===== src/rtl/data_mem_responder_if.sv =====
// Load/store request and response signals between the MEM stage and the data memory.
interface data_mem_responder_if #(
    parameter int unsigned WORD_LEN = 32
);
    logic                MEM_R_EN;
    logic                MEM_W_EN;
    logic [WORD_LEN-1:0] address;
    logic [WORD_LEN-1:0] writeData;
    logic [WORD_LEN-1:0] readData;
    logic                ready;
    logic                err;

    // MEM stage side: issues requests, sees completion.
    modport master (
        output MEM_R_EN, MEM_W_EN, address, writeData,
        input  readData, ready, err
    );

    // Memory side: accepts requests, reports completion.
    modport slave (
        input  MEM_R_EN, MEM_W_EN, address, writeData,
        output readData, ready, err
    );
endinterface


===== src/rtl/data_mem_responder.sv =====
// Word-addressed data memory with a fixed number of wait states per access.
// ready drops while an access is in flight so the core can freeze around it.
module data_mem_responder #(
    parameter int unsigned WORD_LEN    = 32,
    parameter int unsigned DEPTH_LOG2  = 6,
    parameter int unsigned BASE_ADDR   = 1024,
    parameter int unsigned WAIT_CYCLES = 3
) (
    input  logic                 clk,
    input  logic                 rst,
    data_mem_responder_if.slave  bus
);
    localparam int unsigned DEPTH = 1 << DEPTH_LOG2;
    localparam int unsigned CNT_W = 4;

    typedef enum logic [1:0] {
        IDLE = 2'd0,
        BUSY = 2'd1,
        DONE = 2'd2
    } state_t;

    state_t                state;
    logic [CNT_W-1:0]      cnt;
    logic                  op_write_q;
    logic                  illegal_q;
    logic [DEPTH_LOG2-1:0] idx_q;
    logic [WORD_LEN-1:0]   wdata_q;
    logic [WORD_LEN-1:0]   read_hold;
    logic [WORD_LEN-1:0]   mem [DEPTH];

    logic                  req;
    logic [WORD_LEN-1:0]   offset;
    logic                  below_base;
    logic                  beyond_top;
    logic                  misaligned;
    logic                  illegal;
    logic [DEPTH_LOG2-1:0] idx;
    logic [WORD_LEN-1:0]   rd_word;

    // Decode the incoming request; both enables together is treated as an illegal store.
    assign req        = bus.MEM_R_EN | bus.MEM_W_EN;
    assign offset     = bus.address - WORD_LEN'(BASE_ADDR);
    assign below_base = bus.address < WORD_LEN'(BASE_ADDR);
    assign beyond_top = (offset >> (DEPTH_LOG2 + 2)) != '0;
    assign misaligned = bus.address[1:0] != 2'b00;
    assign illegal    = below_base | beyond_top | misaligned | (bus.MEM_R_EN & bus.MEM_W_EN);
    assign idx        = offset[DEPTH_LOG2+1:2];

    // Word seen by a completing load; illegal loads return zero.
    assign rd_word = illegal_q ? '0 : mem[idx_q];

    // Access sequencer: latch request in IDLE, count wait states, commit in DONE.
    always_ff @(posedge clk) begin
        if (rst) begin
            state      <= IDLE;
            cnt        <= '0;
            op_write_q <= 1'b0;
            illegal_q  <= 1'b0;
            idx_q      <= '0;
            wdata_q    <= '0;
            read_hold  <= '0;
            for (int i = 0; i < DEPTH; i++) begin
                mem[i] <= '0;
            end
        end else begin
            case (state)
                IDLE: begin
                    if (req) begin
                        op_write_q <= bus.MEM_W_EN;
                        illegal_q  <= illegal;
                        idx_q      <= idx;
                        wdata_q    <= bus.writeData;
                        cnt        <= CNT_W'(WAIT_CYCLES);
                        state      <= (WAIT_CYCLES == 0) ? DONE : BUSY;
                    end
                end
                BUSY: begin
                    cnt <= cnt - CNT_W'(1);
                    if (cnt == CNT_W'(1)) begin
                        state <= DONE;
                    end
                end
                DONE: begin
                    if (op_write_q && !illegal_q) begin
                        mem[idx_q] <= wdata_q;
                    end
                    if (!op_write_q) begin
                        read_hold <= rd_word;
                    end
                    state <= IDLE;
                end
                default: state <= IDLE;
            endcase
        end
    end

    // Completion and stall signalling; load data is live in DONE, otherwise the last load result.
    assign bus.ready    = (state == DONE) || ((state == IDLE) && !req);
    assign bus.err      = (state == DONE) && illegal_q;
    assign bus.readData = ((state == DONE) && !op_write_q) ? rd_word : read_hold;

endmodule


===== src/flat_wrapper.sv =====
// flat-port wrapper written by rule: the top's interface ports become plain ports
module data_mem_responder_flat 
#(
    parameter int unsigned WORD_LEN    = 32,
    parameter int unsigned DEPTH_LOG2  = 6,
    parameter int unsigned BASE_ADDR   = 1024,
    parameter int unsigned WAIT_CYCLES = 3
)
  (clk, rst, bus_MEM_R_EN, bus_MEM_W_EN, bus_address, bus_writeData, bus_readData, bus_ready, bus_err);
  data_mem_responder_if #(.WORD_LEN(WORD_LEN)) bus_i ();
  input  logic clk;
  input  logic rst;
  input wire logic [$bits(bus_i.MEM_R_EN)-1:0] bus_MEM_R_EN;
  input wire logic [$bits(bus_i.MEM_W_EN)-1:0] bus_MEM_W_EN;
  input wire logic [$bits(bus_i.address)-1:0] bus_address;
  input wire logic [$bits(bus_i.writeData)-1:0] bus_writeData;
  output wire logic [$bits(bus_i.readData)-1:0] bus_readData;
  output wire logic [$bits(bus_i.ready)-1:0] bus_ready;
  output wire logic [$bits(bus_i.err)-1:0] bus_err;
  assign bus_i.MEM_R_EN = bus_MEM_R_EN;
  assign bus_i.MEM_W_EN = bus_MEM_W_EN;
  assign bus_i.address = bus_address;
  assign bus_i.writeData = bus_writeData;
  assign bus_readData = bus_i.readData;
  assign bus_ready = bus_i.ready;
  assign bus_err = bus_i.err;
  data_mem_responder #(.WORD_LEN(WORD_LEN), .DEPTH_LOG2(DEPTH_LOG2), .BASE_ADDR(BASE_ADDR), .WAIT_CYCLES(WAIT_CYCLES)) u_core (.clk(clk), .rst(rst), .bus(bus_i));
endmodule

===== config.mk =====
export PLATFORM = sky130hd
export DESIGN_NAME = data_mem_responder_flat
export DESIGN_NICKNAME = d
export VERILOG_FILES = /design/src/rtl/data_mem_responder_if.sv /design/src/rtl/data_mem_responder.sv /design/src/flat_wrapper.sv
export SDC_FILE = /design/constraint.sdc
export NUM_CORES = 2
export LEC_CHECK = 0
export ABC_AREA = 1
export ABC_CLOCK_PERIOD_IN_PS = 8900
export CAP_MARGIN = 20
export CORE_MARGIN = 2
export CORE_UTILIZATION = 27
export CTS_CLUSTER_DIAMETER = 150
export DETAILED_ROUTE_END_ITERATION = 16
export HOLD_SLACK_MARGIN = 0.1
export PLACE_DENSITY = 0.4
export SLEW_MARGIN = 20
export SYNTH_ARGS = -nofsm -noshare
export SYNTH_HDL_FRONTEND = slang
export SYNTH_SLANG_ARGS = --single-unit

===== constraint.sdc =====
create_clock -name clk -period 8.9 [get_ports clk]
set_input_delay 1.78 -clock clk [delete_from_list [all_inputs] [get_ports clk]]
set_output_delay 1.78 -clock clk [all_outputs]
set_load 0.02 [all_outputs]

==> flow_summary_export.csv <==
group,metric,value,unit
flow_run,max-cap-violations,0,
timing,clock.fmax,0.135,GHz
timing,slew_headroom,23.5,%
finish,final_layout_size_suffix_gt1_share,6.63,%
clock_tree,path_clk_slew,0.06,ns
clock_tree,h-tree-depth,5,
clock_tree,cts_tree,"done",
timing,worst_slack,1.50,ns
route,antenna_left,0,
power_and_ir_drop,leakagePower,39.9,nW
global_route,grt-ovfl-total,0,
clock_tree,cts_buffer_depth,4,
floorplanning,boundaryPins,102,
hold_path,hold_class,"reg -> reg",
finish,fill_cells,36300,
power_and_ir_drop,power,25.7,mW
floorplanning,die_area,356000,µm²
synth,yosys_warnings,0,
setup_path,slowest_delay,0.83,ns
timing,worst_pin_slew,1.14,ns
place,placedInstanceArea,101000,µm²
synth,ys_seq_area_share,66.5,%
global_route,grt_pass1_wl,521000,µm
floorplanning,initial_core_util,27.2,%
place,portBuffers,101,
timing,grt_setup_unrepaired,"no",
setup_path,cp_top_family,"buffers and inverters",
run_status,status,"complete, no violations",
timing,finalSetupViolCount,0,
synth,ys_ff_latch,2132,
setup_path,critPathKind,"reg -> out",
route,drtIter0Drc,6829,
synth,synth_top_area_share,64.8,%
route,first_pass_iters,6,
timing,finalSetupTns,0,ns
setup_path,reg2reg_depth,9,
finish,syn_to_final_growth,14.4,%
power_and_ir_drop,power_density,236,nW/µm²
route,post-route-drc-count,0,
synth,synth_commonest_cells,"nand2_1 (2,946), nor2_1 (2,070), edfxtp_1 (2,048), nand3_1 (1,682), clkbuf_1 (816)",
synth,netlist-cell-type-count,25,
place,routabilityCongestion,0.855,
synth,yosys.area.top_type,"edfxtp_1",
timing,fin_crit,7.40,ns
setup_path,endpoint_kind,"primary output",
clock_tree,cts_inserted_buffers,262,
place,dp.cells,14000,
clock_tree,clock_latency,0.90,ns
route,drt-total-wl,365000,µm
setup_path,r2r_slack,4.44,ns
timing,finClkSkew,0.0589,ns
setup_path,crit_chain,"buf_4 -> buf_4 -> nand2_1 -> nand3_1 -> nand3_1 -> nand2_1 -> nand2_1 -> nand2_1 -> nand2_1 -> nand3_1 -> nand3_1 -> nand2_1 -> clkdlybuf4s50_1",
synth,ys_async_sr_fraction,0,%
setup_path,slowest_stage,"dfxtp_4",
place,place_ws,1.99,ns
finish,register_area,63200,µm²
power_and_ir_drop,irDropWorstVdd,0.166,mV
floorplanning,die_h,597,µm
synth,syn_area_per_cell,9.54,µm²
floorplanning,design.core.area,350000,µm²
hold_path,worstHoldPathCells,2,
timing,period_share,83.2,%
setup_path,critPathRequiredTime,7.12,ns
clock_tree,cts_resized,0,
global_route,antenna_found_initial,17,
clock_tree,clock-sinks,2132,
finish,nets,9726,
setup_path,critPathLaunchType,"flop",
setup_path,worstPathArrival,5.62,ns
floorplanning,row_count,217,
finish,multi_input_area,28300,µm²
setup_path,cp.depth,13,
synth,syn_area,95000,µm²
finish,instances_no_fill,14400,
synth,yosysMostFrequentCell,"nand2_1",
route,wl_per_cell,25.3,µm
clock_tree,root_buffer,"clkbuf_16",
clock_tree,cts_hold_buf,0,
synth,synth_area_leaders,"edfxtp_1 (65%), nand2_1 (12%), nand3_1 (8.9%)",
setup_path,crit_buf_inv,3,
global_route,grt_max_degree,150,
setup_path,cp_common_cell,"nand2_1",
route,avgViaCountPerCell,4.93,
global_route,grt_pass1_vias,69100,
synth,synth_top_flop_cell,"edfxtp_1",
route,vias,71300,
synth,syn_inst,9951,
finish,final_cell_area,109000,µm²
timing,hold_violations,0,
clock_tree,cts_setup_buffers,0,
synth,synth_edf_count,2048,
global_route,grt_use_total,20.0,%
setup_path,worstPathMaxFanout,51,
floorplanning,die_w,597,µm
timing,slew_viol_final,0,
place,hpwl,213000,µm
synth,syn_nets,10000,
==> final cells by class <==
cell class | count | share of cell area, %
clock inverters | 112 | 0.852
inverters | 67 | 0.317
multi-input cells | 6860 | 26.1
repair buffers | 333 | 2.77
clock buffers | 337 | 6.48
well taps | 4599 | 5.30
flip-flops and latches | 2132 | 58.2
diodes | 4 | 0.00922
==> layer usage <==
| layer | global-route usage (%) | vias up | share of wire [%] | routed length [µm] |
|---|---|---|---|---|
| li1 | - | 32600 | - | - |
| met1 | 28.9 | 36100 | 46 | 170000 |
| met2 | 31.1 | 2199 | 45 | 164000 |
| met3 | 2.86 | 411 | 5.9 | 21700 |
| met4 | 5.64 | 0 | 2.8 | 10100 |
| met5 | 0 | - | 0 | 0 |
==> where the power goes <==
part           leakage, nW  switching (mW)  internal [mW]  total, mW
registers             21.8           0.149           11.3       11.5
clock network         3.89            4.39           5.90       10.3
logic                 14.2            3.17          0.746       3.92
total                 39.9            7.71           18.0       25.7
==> worst register-to-register path, cell delays in order, from the launching register on <==
cell and delay, ns:
dfxtp_1 0.44, nor2_1 0.20, inv_2 0.09, nor3_4 0.44, inv_2 0.28, nor4_4 0.80, nand4_1 0.28, buf_4 0.37
nand2_1 0.82, buf_4 0.41
==> state kept, by name, indices dropped and copies added (netlist names), named ones only <==
name and flops:
u_core.mem 2048, u_core.state 2, u_core.read_hold 32, u_core.cnt 4
u_core.op_write_q 1, u_core.wdata_q 32, u_core.illegal_q 1, u_core.idx_q 6
==> placed cells by master (no fill, tap or decap), drive strengths merged, types with 2 or more instances in the layout <==
cell and n:
a21oi 78, bufinv 11, edfxtp 2048, or2 2, clkbuf 337, nand3 1682, dfxtp 84, nor3 18
clkdlybuf4s50 100, diode 4, buf 233, o21ai 41, nand4 6, nor2 2070, clkinv 107, ha 2
inv 60, nand2 2946, nor4 11
==> per-stage QoR <==
step | utilization, % | hold slack [ns]
2_1_floorplan | - | 0.444
3_3_place_gp | 28.7 | 0.454
3_5_place_dp | 28.8 | 0.459
4_1_cts | 31.0 | 0.467
5_1_grt | 31.1 | 0.488
6_report | 31.1 | 0.468
==> final timing paths <==
kind	from	end
hold / removal	u_core.cnt[3]	u_core.cnt[3]
hold reg to reg	u_core.cnt[3]	u_core.cnt[3]
setup / recovery	flop	bus_readData[21]
setup reg to reg	u_core.state[0]	u_core.mem[23][18]
==> logic make-up (layout without fill, tap and decap cells) <==
logic type,after synthesis,after routing,synth area share [%]
compound gates,122,122,0.655
xor+xnor,1,1,0.00923
fa+ha+maj,2,2,0.0263
buf+inv,959,849,3.80
flops,2132,2132,66.5
other cells,0,4,0
simple gates,6735,6735,29.0
Power figures use the tool's default switching activity.
